**src/rtl/alu_seq.sv**
```systemverilog
// Multi-cycle WIDTH-bit ALU with a valid/ready handshake on both sides.
// Optional iterative MUL/DIV datapath is enabled by defining ALU_MULDIV_EN.
module alu_seq #(
    parameter int WIDTH = 8
) (
    input  logic             clk,
    input  logic             rst_n,
    input  logic             in_valid,
    output logic             in_ready,
    input  logic [WIDTH-1:0] a,
    input  logic [WIDTH-1:0] b,
    input  logic [3:0]       sel,
    output logic             out_valid,
    input  logic             out_ready,
    output logic [WIDTH-1:0] result,
    output logic             carry_out,
    output logic             zero,
    output logic             div_by_zero
);

    localparam logic [3:0] OP_ADD  = 4'd0;
    localparam logic [3:0] OP_SUB  = 4'd1;
    localparam logic [3:0] OP_MUL  = 4'd2;
    localparam logic [3:0] OP_DIV  = 4'd3;
    localparam logic [3:0] OP_SHL  = 4'd4;
    localparam logic [3:0] OP_SHR  = 4'd5;
    localparam logic [3:0] OP_ROL  = 4'd6;
    localparam logic [3:0] OP_ROR  = 4'd7;
    localparam logic [3:0] OP_AND  = 4'd8;
    localparam logic [3:0] OP_OR   = 4'd9;
    localparam logic [3:0] OP_XOR  = 4'd10;
    localparam logic [3:0] OP_NOR  = 4'd11;
    localparam logic [3:0] OP_NAND = 4'd12;
    localparam logic [3:0] OP_XNOR = 4'd13;
    localparam logic [3:0] OP_LT   = 4'd14;
    localparam logic [3:0] OP_EQ   = 4'd15;

    localparam int CNT_W = (WIDTH > 2) ? $clog2(WIDTH) : 1;

    typedef enum logic [1:0] {
        IDLE = 2'd0,
        BUSY = 2'd1,
        DONE = 2'd2
    } state_t;

    state_t state_q, state_d;

    // Returns {carry, result} for every op that finishes in the accept cycle.
    function automatic logic [WIDTH:0] alu_single(input logic [3:0]       op,
                                                  input logic [WIDTH-1:0] x,
                                                  input logic [WIDTH-1:0] y);
        logic [WIDTH:0] r;
        r = '0;
        case (op)
            OP_ADD:  r = {1'b0, x} + {1'b0, y};
            OP_SUB:  r = {(x < y), x - y};
            OP_MUL:  r = '0;
`ifdef ALU_MULDIV_EN
            OP_DIV:  r = {1'b0, {WIDTH{1'b1}}};
`else
            OP_DIV:  r = '0;
`endif
            OP_SHL:  r = {x[WIDTH-1], x[WIDTH-2:0], 1'b0};
            OP_SHR:  r = {x[0], 1'b0, x[WIDTH-1:1]};
            OP_ROL:  r = {1'b0, x[WIDTH-2:0], x[WIDTH-1]};
            OP_ROR:  r = {1'b0, x[0], x[WIDTH-1:1]};
            OP_AND:  r = {1'b0, x & y};
            OP_OR:   r = {1'b0, x | y};
            OP_XOR:  r = {1'b0, x ^ y};
            OP_NOR:  r = {1'b0, ~(x | y)};
            OP_NAND: r = {1'b0, ~(x & y)};
            OP_XNOR: r = {1'b0, ~(x ^ y)};
            OP_LT:   r = {1'b0, {(WIDTH-1){1'b0}}, (x < y)};
            OP_EQ:   r = {1'b0, {(WIDTH-1){1'b0}}, (x == y)};
            default: r = '0;
        endcase
        return r;
    endfunction

    logic             accept;
    logic             start_iter;
    logic             iter_last;
    logic             dbz_d;
    logic [WIDTH:0]   single_res;

    assign accept     = (state_q == IDLE) && in_valid;
    assign single_res = alu_single(sel, a, b);
    assign in_ready   = (state_q == IDLE);
    assign out_valid  = (state_q == DONE);

`ifdef ALU_MULDIV_EN
    logic [WIDTH-1:0] a_q, b_q, hi_q, lo_q;
    logic [CNT_W-1:0] cnt_q;
    logic             is_div_q;

    logic [WIDTH:0]   mul_sum;
    logic [WIDTH-1:0] mul_hi_n, mul_lo_n;
    logic [WIDTH:0]   rem_sh;
    logic             div_borrow;
    logic [WIDTH-1:0] div_hi_n, div_lo_n;
    logic [WIDTH-1:0] hi_n, lo_n;

    assign start_iter = (sel == OP_MUL) || ((sel == OP_DIV) && (b != '0));
    assign iter_last  = (cnt_q == CNT_W'(WIDTH - 1));
    assign dbz_d      = (sel == OP_DIV) && (b == '0);

    // Shift-add multiply: {hi,lo} starts as {0,b}, adds a into hi when lo[0] set, shifts right.
    always_comb begin
        mul_sum  = {1'b0, hi_q} + (lo_q[0] ? {1'b0, a_q} : '0);
        mul_hi_n = mul_sum[WIDTH:1];
        mul_lo_n = {mul_sum[0], lo_q[WIDTH-1:1]};
    end

    // Restoring divide: hi holds the remainder, lo shifts dividend out and quotient in.
    always_comb begin
        rem_sh     = {hi_q, lo_q[WIDTH-1]};
        div_borrow = (rem_sh < {1'b0, b_q});
        if (div_borrow) begin
            div_hi_n = rem_sh[WIDTH-1:0];
            div_lo_n = {lo_q[WIDTH-2:0], 1'b0};
        end else begin
            div_hi_n = rem_sh[WIDTH-1:0] - b_q;
            div_lo_n = {lo_q[WIDTH-2:0], 1'b1};
        end
    end

    assign hi_n = is_div_q ? div_hi_n : mul_hi_n;
    assign lo_n = is_div_q ? div_lo_n : mul_lo_n;

    always_ff @(posedge clk or negedge rst_n) begin
        if (!rst_n) begin
            a_q      <= '0;
            b_q      <= '0;
            hi_q     <= '0;
            lo_q     <= '0;
            cnt_q    <= '0;
            is_div_q <= 1'b0;
        end else if (accept && start_iter) begin
            a_q      <= a;
            b_q      <= b;
            hi_q     <= '0;
            lo_q     <= (sel == OP_DIV) ? a : b;
            cnt_q    <= '0;
            is_div_q <= (sel == OP_DIV);
        end else if (state_q == BUSY) begin
            hi_q  <= hi_n;
            lo_q  <= lo_n;
            cnt_q <= cnt_q + 1'b1;
        end
    end
`else
    assign start_iter = 1'b0;
    assign iter_last  = 1'b1;
    assign dbz_d      = 1'b0;
`endif

    always_comb begin
        state_d = state_q;
        case (state_q)
            IDLE:    if (in_valid) state_d = start_iter ? BUSY : DONE;
            BUSY:    if (iter_last) state_d = DONE;
            DONE:    if (out_ready) state_d = IDLE;
            default: state_d = IDLE;
        endcase
    end

    always_ff @(posedge clk or negedge rst_n) begin
        if (!rst_n) state_q <= IDLE;
        else        state_q <= state_d;
    end

    // Output register: loaded once per op, held through DONE until transfer.
    always_ff @(posedge clk or negedge rst_n) begin
        if (!rst_n) begin
            result      <= '0;
            carry_out   <= 1'b0;
            zero        <= 1'b0;
            div_by_zero <= 1'b0;
        end else if (accept && !start_iter) begin
            result      <= single_res[WIDTH-1:0];
            carry_out   <= single_res[WIDTH];
            zero        <= (single_res[WIDTH-1:0] == '0);
            div_by_zero <= dbz_d;
        end
`ifdef ALU_MULDIV_EN
        else if ((state_q == BUSY) && iter_last) begin
            result      <= lo_n;
            carry_out   <= is_div_q ? 1'b0 : (mul_hi_n != '0);
            zero        <= (lo_n == '0);
            div_by_zero <= 1'b0;
        end
`endif
    end

endmodule

```
**config.mk**
```make
export PLATFORM = sky130hd
export DESIGN_NAME = alu_seq
export DESIGN_NICKNAME = d
export VERILOG_FILES = /design/src/rtl/alu_seq.sv
export SDC_FILE = /design/constraint.sdc
export NUM_CORES = 1
export LEC_CHECK = 0
export ABC_AREA = 1
export CORE_MARGIN = 10
export CORE_UTILIZATION = 54
export CTS_BUF_LIST = sky130_fd_sc_hd__clkbuf_16
export DETAILED_ROUTE_END_ITERATION = 8
export HOLD_SLACK_MARGIN = 0.06
export PLACE_DENSITY_LB_ADDON = 0.3
export SLEW_MARGIN = 25
export SYNTH_ARGS = -nofsm -noshare
export SYNTH_HDL_FRONTEND = slang
export SYNTH_SLANG_ARGS = --single-unit
```
**constraint.sdc**
```tcl
create_clock -name clk -period 1.2 [get_ports clk]
set_input_delay 0.18 -clock clk [delete_from_list [all_inputs] [get_ports clk]]
set_output_delay 0.18 -clock clk [all_outputs]
set_load 0.01 [all_outputs]
```
==> metrics, run 1 <==
status did not finish; failing step clock tree synthesis (4_1_cts); error msg [ERROR DPL-0038] Utilization greater than 100%, impossible to legalize; simple-gate portion of the synthesized area 51.05%; DIE WIDTH 83.06 um; HPWL Detailed approximately 7300 um; FP Rows 22; Port Buffers 35; Adder-Cell Fraction of Synth Area between 10% and 20%; post-synthesis mux area share 0%; number of post-CTS setup repair buffers 23; Compound-Gate Fraction of Synth Area 6.760%; Setup Slack @ Placement -1.213 ns; largest family of logic cells by synthesized area simple AND/OR/NAND/NOR gates; clock sink count 11; Avg Cell Area, Syn between 5 and 6 um^2; Die Height ~83 um; total CTS buffers 3; synth unique cells 26; Synthesized Nets between 400 and 500; # H-tree levels 1; I/O pin count 37; mapped cell area between 2000 and 2500 um^2; Yosys reg bits 11; clk root buf clkbuf_16; Post-Synth XOR/XNOR Area less than 1%; warnings from Yosys 0; Initial Util 57.35%; worst-case clock buffer depth 2; Resize count post-CTS a little under 200; Seq/Total Area, Yosys 12.82%; Routability Congestion 1.098; CTS Hold Bufs 0; Cells after Synth 395
==> cells in the mapped netlist <==
cell type / number / share of area (%)
o21ai_0: 9 / 2.1
o22ai_1: 1 / 0.29
o2111ai_1: 1 / 0.41
ha_1: 24 / 14
and2_1: 2 / 0.58
buf_2: 6 / 1.4
dfrtp_1: 11 / 13
o211ai_1: 1 / 0.35
o31ai_1: 1 / 0.35
nand3b_1: 2 / 0.70
clkbuf_1: 1 / 0.17
conb_1: 1 / 0.17
nor3_1: 5 / 1.2
or2_2: 1 / 0.29
nand4_1: 12 / 3.5
nand2_1: 138 / 24
clkinv_1: 1 / 0.17
nand3_1: 56 / 13
nor2_1: 42 / 7.3
inv_1: 62 / 11
xor2_1: 1 / 0.41
fa_1: 2 / 1.9
a21oi_1: 11 / 2.6
nor2_2: 1 / 0.29
o21bai_1: 2 / 0.70
buf_4: 1 / 0.35
==> cells by family after synthesis <==
group / count (synthesis)
adder cells (fa/ha/maj): 26
AND/OR/NAND/NOR: 259
flip-flops: 11
AO/OA/AOI/OAI: 26
XOR/XNOR: 1
other: 1
buffers and inverters: 71
==> metrics by stage <==
stage | hold slack (ns) | instance area (um^2) | cells | util (%)
global placement | 0.4570 | 3251 | 544 | 86.83
detailed placement | 0.4628 | 3251 | 544 | 86.83
floorplan | -0.1156 | 2349 | 395 | -
==> run 2: changes to the inputs <==
Settings changed: CORE_UTILIZATION 54 to 40, CTS_BUF_LIST sky130_fd_sc_hd__clkbuf_16 to not set, HOLD_SLACK_MARGIN 0.06 to not set, PLACE_DENSITY_LB_ADDON 0.3 to 0.15.
==> run 2 against run 1 <==
Compared with the run above:
- the flow now finishes, with violations (negative setup slack)
- area after synthesis stayed put
- synthesized cell count did not move
==> metrics, run 2 <==
status finished with violations; failing checks negative setup slack; Largest register FFs 8; total CTS buffers 3; largest reg by FF count result; Hold WS ~0.24 ns; largest net degree at the start of global routing 12; design area roughly 4000 um^2; count leader, synth nand2_1; # fillers between 400 and 500; layout cells sized above 1 a little under half; P_leak roughly 2 nW; Port Buffers 35; ANT cells 0; kind of end point of the critical path flop; class of the worst hold path input port to asynchronous set/reset pin; worst-case clock buffer depth 2; Yosys reg bits 11; Req. time, crit path approximately 1.4 ns; I/O pin count 37; Core Area about 5200 um^2; clk root buf clkbuf_8; multi-input logic area ~2100 um^2; leading cell type in the layout, fill and taps excluded nand2_1; final hold vios 0; Worst Clk Skew roughly 0.0030 ns; drt drc 0; CP Max Fanout 3; Worst Setup Start Kind input port; Final Power 2.567 mW; total gr overflow 0; clock sink count 11; Synthesized Nets approximately 450; Pre-antenna DRT Iters 5; share of the synthesized area in the top cell type between 20% and 30%; max-slew violation count 0; EDFF count, synth 0; Worst Setup SP a[0]; gr usage total a little over a fifth; FP Rows 26; antenna violation net count after detailed routing 0; Cells after Synth 395; Synth Flop Type dfrtp_1; fmax between 0.6 and 0.7 GHz; Clk Latency, worst-skew pair approximately 0.24 ns; commonest cells after routing, fill and taps aside nand2_1 (111), buf_4 (90), nand3_1 (39); CTS tree done; MaxCap Viol Count 0; Iter 0 DRT Violations 250; worst setup margin -0.3791 ns; worst vdd ir around 0.55 mV; DIE WIDTH slightly above 90 um; warnings from Yosys 0; Vias/cell about 5.2; Power per Cell Area 659.1 nW/um^2; Post-synth top cells nand2_1 (138), inv_1 (62), nand3_1 (56); top post-synthesis cells by area nand2_1 (24%), ha_1 (14%), nand3_1 (13%); Routability Congestion between 0.9 and 1; drt wl/cell between 15 and 20 um; CTS Hold Bufs 0; Period minus WS final approximately 1.6 ns; Avg Cell Area, Syn roughly 5.4 um^2; Die Height 93.27 um; wire length of the first global-routing pass 14890 um; Die Area ~8700 um^2; WL final 9512 um; Placed Area about 3400 um^2; Setup Slack @ Placement -1.126 ns; Tcrit/Tclk final 131.6%; Reg clk slew, reported paths about 0.050 ns; HPWL Detailed 7520 um; share of flip-flops with an asynchronous set or reset between 90% and 100%; # nets final about 600; # H-tree levels 1; initial antenna violation count 0; Yosys top cell by area nand2_1; endpoints failing setup 10; mapped cell area around 2100 um^2; Initial Util 41.51%; area grow syn2layout 81.41%; Setup Total Neg Slack -2.435 ns; RSZ-0062 raised after global routing yes; Reg-to-Reg Start state_q[1]; worst path arrival time roughly 1.8 ns; Seq/Total Area, Yosys about an eighth; number of global-route vias before repair just over 3000; Reg area around 280 um^2; critical path class input port to flop; vias after detailed routing between 3000 and 4000; synth unique cells 26
## run 2: cell counts after synthesis
Identical to the previous run, type by type.
## run 2: metal layers
layer	global-route usage [%]	up-vias	share of wire [%]
li1	-	1526	-
met1	25.84	1443	41
met2	36.14	140	48
met3	3.197	33	8.2
met4	8.098	0	3.3
met5	0	-	0
## run 2: kinds of logic after synthesis
kind of cell / Yosys count / share of synthesized area (%)
xor+xnor: 1 / 0.4080
fa+ha+maj: 26 / 15.85
other cells: 1 / 0.1747
simple gates: 259 / 51.05
compound gates: 26 / 6.760
buf+inv: 71 / 12.94
flops: 11 / 12.82
## run 2: report_power, final
part           internal, mW  leakage [nW]  switching [mW]
logic                 0.809          1.87           0.899
registers             0.451         0.139          0.0423
clock network         0.233        0.0228           0.134
## run 2: path summary, 6_finish.rpt
kind	to	slack, ns	cells after the start
max in group asynchronous	result[3]	0.81	2
worst max-delay path	zero	-0.38	13
min in group clk	result[7]	0.47	2
worst min-delay path	result[1]	0.24	2
worst max register to register	zero	0.09	9
worst min register to register	result[7]	0.47	2
## run 2: critical path: stages
cell and delay, ns:
buf_12 0.10, inv_12 0.03, ha_4 0.15, fa_2 0.40, inv_2 0.10, nand2_2 0.07
nand2_2 0.07, nand2_1 0.06, nand3_2 0.06, nand4_1 0.17, nor3_2 0.22, nand3_1 0.09
nand2_1 0.06
## run 2: layout make-up
| type | count | share of cell area (%) |
|---|---|---|
| Tap cell | 70 | 2.249 |
| Sequential cell | 11 | 7.067 |
| Inverter | 63 | 6.842 |
| Clock buffer | 4 | 1.156 |
| Multi-Input combinational cell | 313 | 52.84 |
| Timing Repair Buffer | 142 | 29.84 |
## run 2: metrics by stage
step,utilization [%],cells
global route,75.30,603
floorplan,-,395
CTS,73.39,598
detailed placement,65.41,580
global placement,65.41,580
finish,75.30,603
## run 2: timing repair
item                       in CTS  in global routing
gates resized for setup       176                 37
setup buffers                  14                  6
setup endpoints to repair      22                 10
pin swaps                      50                 32
Note: power is estimated with default switching activity, not from simulation.
==> run 3: changes to the inputs <==
Settings changed: ABC_AREA 1 to not set, CTS_BUF_LIST set to sky130_fd_sc_hd__clkbuf_8 sky130_fd_sc_hd__clkbuf_16, SLEW_MARGIN 25 to 20.
==> run 3 against run 2 <==
Compared with the run above:
- the flow still finishes with violations (negative setup slack)
- first-iteration DRC count decreased by 2.0%
- power is 1.0% higher
- fmax is 25% lower
- non-clock buffer count is 4 higher
- sequential share of layout area grew 0.083 points
- register-to-register slack worse by 0.67 ns
- worst hold slack got worse by 0.0098 ns
- design area fell by 1.2%
- critical path type unchanged
- critical endpoint unchanged
- highest routed layer unchanged
==> metrics, run 3 <==
status finished with violations; failing checks negative setup slack; commonest cells after routing, fill and taps aside buf_4 (90), buf_6 (22), nand2_1 (18); Clk Latency, worst-skew pair about 0.24 ns; Synthesized Nets about 330; Vias/cell just under 6; MaxCap Viol Count 0; design area just under 4000 um^2; Worst Clk Skew ~0.0025 ns; drt wl/cell roughly 18 um; Critical Path, Cell by Cell buf_8 > buf_6 > ha_4 > inv_2 > fa_2 > nor2b_4 > o31a_1 > o21ai_1 > nand2b_1 > a221oi_2 > a31oi_4 > a32o_1; fmax roughly 0.48 GHz; Largest register FFs 8; Power per Cell Area just under 700 nW/um^2; Die Height just over 90 um; largest reg by FF count result; Initial Util 41.53%; total gr overflow 0; CP Max Fanout 3; antenna violation net count after detailed routing 0; ANT cells 0; # fillers about 380; final hold vios 0; multi-input logic area roughly 2000 um^2; P_leak 1.764 nW; max-slew violation count 0; worst-case clock buffer depth 2; Reg area 275.3 um^2; Seq/Total Area, Yosys between 10 and 15%; class of the worst hold path input port to asynchronous set/reset pin; count leader, synth inv_1; mapped cell area approximately 2100 um^2; initial antenna violation count 0; CTS tree done; post-synthesis mux area share 6.448%; Die Area just under 9000 um^2; share of flip-flops with an asynchronous set or reset 100.0%; area grow syn2layout 80.36%; Synth Flop Type dfrtp_1; wire length of the first global-routing pass around 14000 um; CTS Hold Bufs 0; Placed Area approximately 3300 um^2; Port Buffers 35; Bufs and invs on worst path 3; Avg Cell Area, Syn a little under 8 um^2; synth unique cells between 60 and 70; leading cell type in the layout, fill and taps excluded buf_4; Final Power approximately 2.6 mW; layout cells sized above 1 approximately 52%; Post-synth top cells inv_1 (26), ha_1 (24), nand2_1 (20); I/O pin count 37; Pre-antenna DRT Iters 5; CP max stage delay between 0.3 and 0.4 ns; worst vdd ir 0.4382 mV; Worst Setup Start Kind input port; total CTS buffers 3; number of global-route vias before repair around 2900; Adder-Cell Fraction of Synth Area approximately 16%; Post-Synth XOR/XNOR Area about 1.6%; EDFF count, synth 0; kind of end point of the critical path flop; clk root buf clkbuf_8; Compound-Gate Fraction of Synth Area between 20% and 30%; Cells after Synth approximately 280; Tcrit/Tclk final 174.4%; vias after detailed routing 2793; FP Rows 26; endpoints failing setup 10; Yosys top cell by area ha_1; Setup Total Neg Slack -7.068 ns; Routability Congestion slightly above 0.9; # H-tree levels 1; Reg clk slew, reported paths about 0.050 ns; WL final 8651 um; cell family with most CP delay compound AO/OA/AOI/OAI gates; CP max-delay cell a221oi_2; Period minus WS final about 2.1 ns; simple-gate portion of the synthesized area approximately a quarter; largest family of logic cells by synthesized area compound AO/OA/AOI/OAI gates; clock sink count 11; HPWL Detailed between 6000 and 7000 um; gr usage total 19.95%; largest net degree at the start of global routing 17; worst path arrival time around 2.2 ns; worst setup margin -0.8923 ns; Iter 0 DRT Violations roughly 250; # nets final 457; critical path class input port to flop; Setup Slack @ Placement -1.675 ns; RSZ-0062 raised after global routing yes; DIE WIDTH approximately 93 um; share of the synthesized area in the top cell type 14.07%; Core Area just over 5000 um^2; top post-synthesis cells by area ha_1 (14%), dfrtp_1 (13%), inv_1 (4.6%); warnings from Yosys 0; Req. time, crit path between 1 and 1.5 ns; Yosys reg bits 11; drt drc 0
## run 3: cell count changes after synthesis, moves of 8 or more
cell / change
inv_1: -36
nand4_1: -11
nand3_1: -52
nand2b_1: +8
buf_2: +8
nor2_1: -26
nand2_1: -118
## run 3: power by group
part	total [mW]	switching, mW	internal [mW]	leakage (nW)
sequential	0.491	0.0381	0.453	0.139
clock	0.357	0.133	0.224	0.0269
combinational	1.74	0.821	0.923	1.60
## run 3: metal layers
metal | routed length (um) | track usage (%)
met4 | 399 | 12.47
met5 | 0 | 0
met2 | 4396 | 34.75
met1 | 3215 | 22.45
met3 | 639 | 2.718
## run 3: stage by stage
step	instances	utilization, %	hold WS [ns]
3_3_place_gp	451	64.87	0.4612
2_1_floorplan	277	-	-0.1156
4_1_cts	473	73.27	0.2317
6_report	476	74.90	0.2292
3_5_place_dp	451	64.87	0.4683
5_1_grt	476	74.90	0.2423
## run 3: final cells by class
cell class	count	share of cell area, %
Clock buffer	3	1.072
Clock inverter	1	0.09750
Inverter	26	3.640
Multi-Input combinational cell	219	52.32
Sequential cell	11	7.150
Tap cell	70	2.275
Timing Repair Buffer	146	33.44
## run 3: kinds of logic (layout without fill, tap and decap cells)
logic type	Yosys count	in the layout
xor+xnor	4	4
buf+inv	47	176
compound gates	84	84
simple gates	91	91
other cells	1	1
flops	11	11
mux	13	13
fa+ha+maj	26	26
## run 3: worst register-to-register path, cell delays in order, from the launching register on
cell and delay, ns:
dfrtp_1 0.37, inv_1 0.08, nand2_1 0.10, a221o_1 0.29
a211oi_2 0.24, o211ai_1 0.17, nor4_2 0.28, a32o_1 0.19
## run 3: timing repair
action                     4_1_cts  5_1_grt
pin swaps                       44       16
cloned                           3        0
setup endpoints to repair       22       10
resized for setup              152       20
setup buffers                   15        3
## run 3: final timing paths
kind	from	to	slack (ns)	depth (start not counted)
min in group clk	carry_out	carry_out	0.47	2
worst min register to register	carry_out	carry_out	0.47	2
worst max register to register	state_q[1]	zero	-0.58	7
max in group asynchronous	rst_n	result[0]	0.83	2
worst max-delay path	a[0]	zero	-0.89	12
worst min-delay path	rst_n	result[5]	0.23	2
==> run 4: changes to the inputs <==
Settings changed: CTS_BUF_LIST sky130_fd_sc_hd__clkbuf_8 sky130_fd_sc_hd__clkbuf_16 to sky130_fd_sc_hd__clkbuf_16, PLACE_DENSITY_LB_ADDON 0.15 to not set.
==> run 4 against run 3 <==
Compared with the run above:
- the flow still finishes with violations (negative setup slack)
- final cell count is 0.84% higher
- via count is 0.14% higher
- clock skew fell by 0.00093 ns
- clock power grew 67%
- sequential power increased by 1%
- critical endpoint unchanged
- largest power group unchanged
==> metrics, run 4 (synthesis gave the netlist of run 3 again) <==
layout cells sized above 1 between 50 and 60%; Clk Latency, worst-skew pair approximately 0.24 ns; worst setup margin -0.9997 ns; Final Power roughly 2.9 mW; Req. time, crit path approximately 1.3 ns; Largest register FFs 8; total CTS buffers 3; number of global-route vias before repair roughly 2800; MaxCap Viol Count 0; Reg2Reg Setup Slack -0.55 ns; Period minus WS final 2.200 ns; HPWL Detailed 6284 um; Setup Slack @ Placement -1.793 ns; P_int roughly 1.8 mW; Setup Total Neg Slack -7.317 ns; Routability Congestion slightly above 0.9; status finished with violations; Worst Setup Start Kind input port; largest net degree at the start of global routing 17; P_leak around 1.8 nW; vias after detailed routing 2797; Pre-antenna DRT Iters 4; worst path arrival time around 2.3 ns; Tcrit/Tclk final 183.3%; Critical R2R Capture zero; gr usage total about a fifth; Util after Layout slightly below 80%; Die Height 93.05 um; Placed Area 3354 um^2; leading cell type in the layout, fill and taps excluded buf_4; worst-case clock buffer depth 2; RSZ-0062 raised after global routing yes; ANT cells 0; drt wl/cell approximately 19 um; Port Buffers 35; Reg clk slew, reported paths about 0.04 ns; antenna violation net count after detailed routing 0; WL final ~9000 um; class of the worst hold path input port to asynchronous set/reset pin; multi-input logic area about 2100 um^2; # H-tree levels 1; DIE WIDTH 93.05 um; Initial Util 41.53%; commonest cells after routing, fill and taps aside buf_4 (95), nand2_1 (17), nor2_1 (15); wire length of the first global-routing pass about 14000 um; final hold vios 0; FP Rows 26; design area roughly 4000 um^2; Top Usage Layer GRT met2; clk root buf clkbuf_16; max-slew violation count 0; initial antenna violation count 0; kind of end point of the critical path flop; endpoints failing setup 10; Worst Clk Skew 0.001567 ns; # fillers approximately 370; Die Area 8658 um^2; largest reg by FF count result; Comb pwr share 62.2%; Iter 0 DRT Violations about 170; NetSw between 1 and 1.5 mW; fmax roughly 0.45 GHz; Worst Setup SP a[1]; worst vdd ir between 0.7 and 0.8 mV; met1 usage 23.72%; Reg-to-Reg Start state_q[1]; # nets final 461; reg2reg path depth 7; critical path class input port to flop; Core Area 5140 um^2; Switching Share a little over a third; Power per Cell Area around 720 nW/um^2; total gr overflow 0; Reg area 275.3 um^2; CP Max Fanout 3; drt drc 0; Vias/cell 5.827; area grow syn2layout 87.46%; clock share of power between 20% and 30%; M3 GR Usage 2.398%; clock sink count 11; worst setup path endpoint zero; CTS tree done; I/O pin count 37; GR Util met2 36.86%; failing checks negative setup slack; sequential share of power about 17%
## run 4: worst min-delay path by stage
stage | end | slack (ns) | cells past startpoint
after floorplan | carry_out | -0.12 | 0
after global placement | result[4] | 0.46 | 2
after detailed placement | result[1] | 0.47 | 2
after CTS | result[1] | 0.24 | 2
after global routing | result[2] | 0.26 | 2
final | result[2] | 0.24 | 2
## run 4: area by class of cell
class | count | share of cell area, %
multi-input combinational | 219 | 51.78
timing repair buffer | 150 | 33.74
sequential | 11 | 6.879
inverter | 26 | 3.440
tap | 70 | 2.189
clock buffer | 3 | 1.876
clock inverter | 1 | 0.09381
## run 4: worst max-delay path, stage by stage
cell and delay (ns):
buf_8 0.08, clkinvlp_4 0.11, buf_6 0.14, fa_2 0.36
nor3_4 0.22, nor3_4 0.09, xnor2_1 0.13, o221a_1 0.29
o211ai_1 0.39, nor4_4 0.06, a32o_1 0.26
## run 4: through the flow
step                      cells  hold WS [ns]
after global routing        480        0.2567
after detailed placement    452        0.4719
after global placement      452        0.4619
after floorplan             277       -0.1156
after CTS                   473        0.2410
final                       480        0.2371
## run 4: power by group through the flow
stage / combinational [mW] / sequential, mW / clock (mW)
finish: 1.79 / 0.496 / 0.597
global route: 1.92 / 0.507 / 0.629
CTS: 1.63 / 0.496 / 0.603
detailed placement: 1.47 / 0.505 / 0
global placement: 1.45 / 0.495 / 0
floorplan: 0.702 / 0.538 / 0
## run 4: timing repair
action | in CTS | in global routing
gates resized for setup | 121 | 51
setup buffers | 14 | 11
cloned | 4 | 0
pin swaps | 35 | 41
endpoints found under the setup margin | 22 | 11
hold buffers | 0 | 0
## run 4: metal layers
metal / vias up / wire [um] / part of all wire [%]
li1: 1289 / - / -
met1: 1331 / 3541 / 39
met2: 138 / 4621 / 51
met3: 39 / 596 / 6.5
met4: 0 / 374 / 4.1
met5: - / 0 / 0
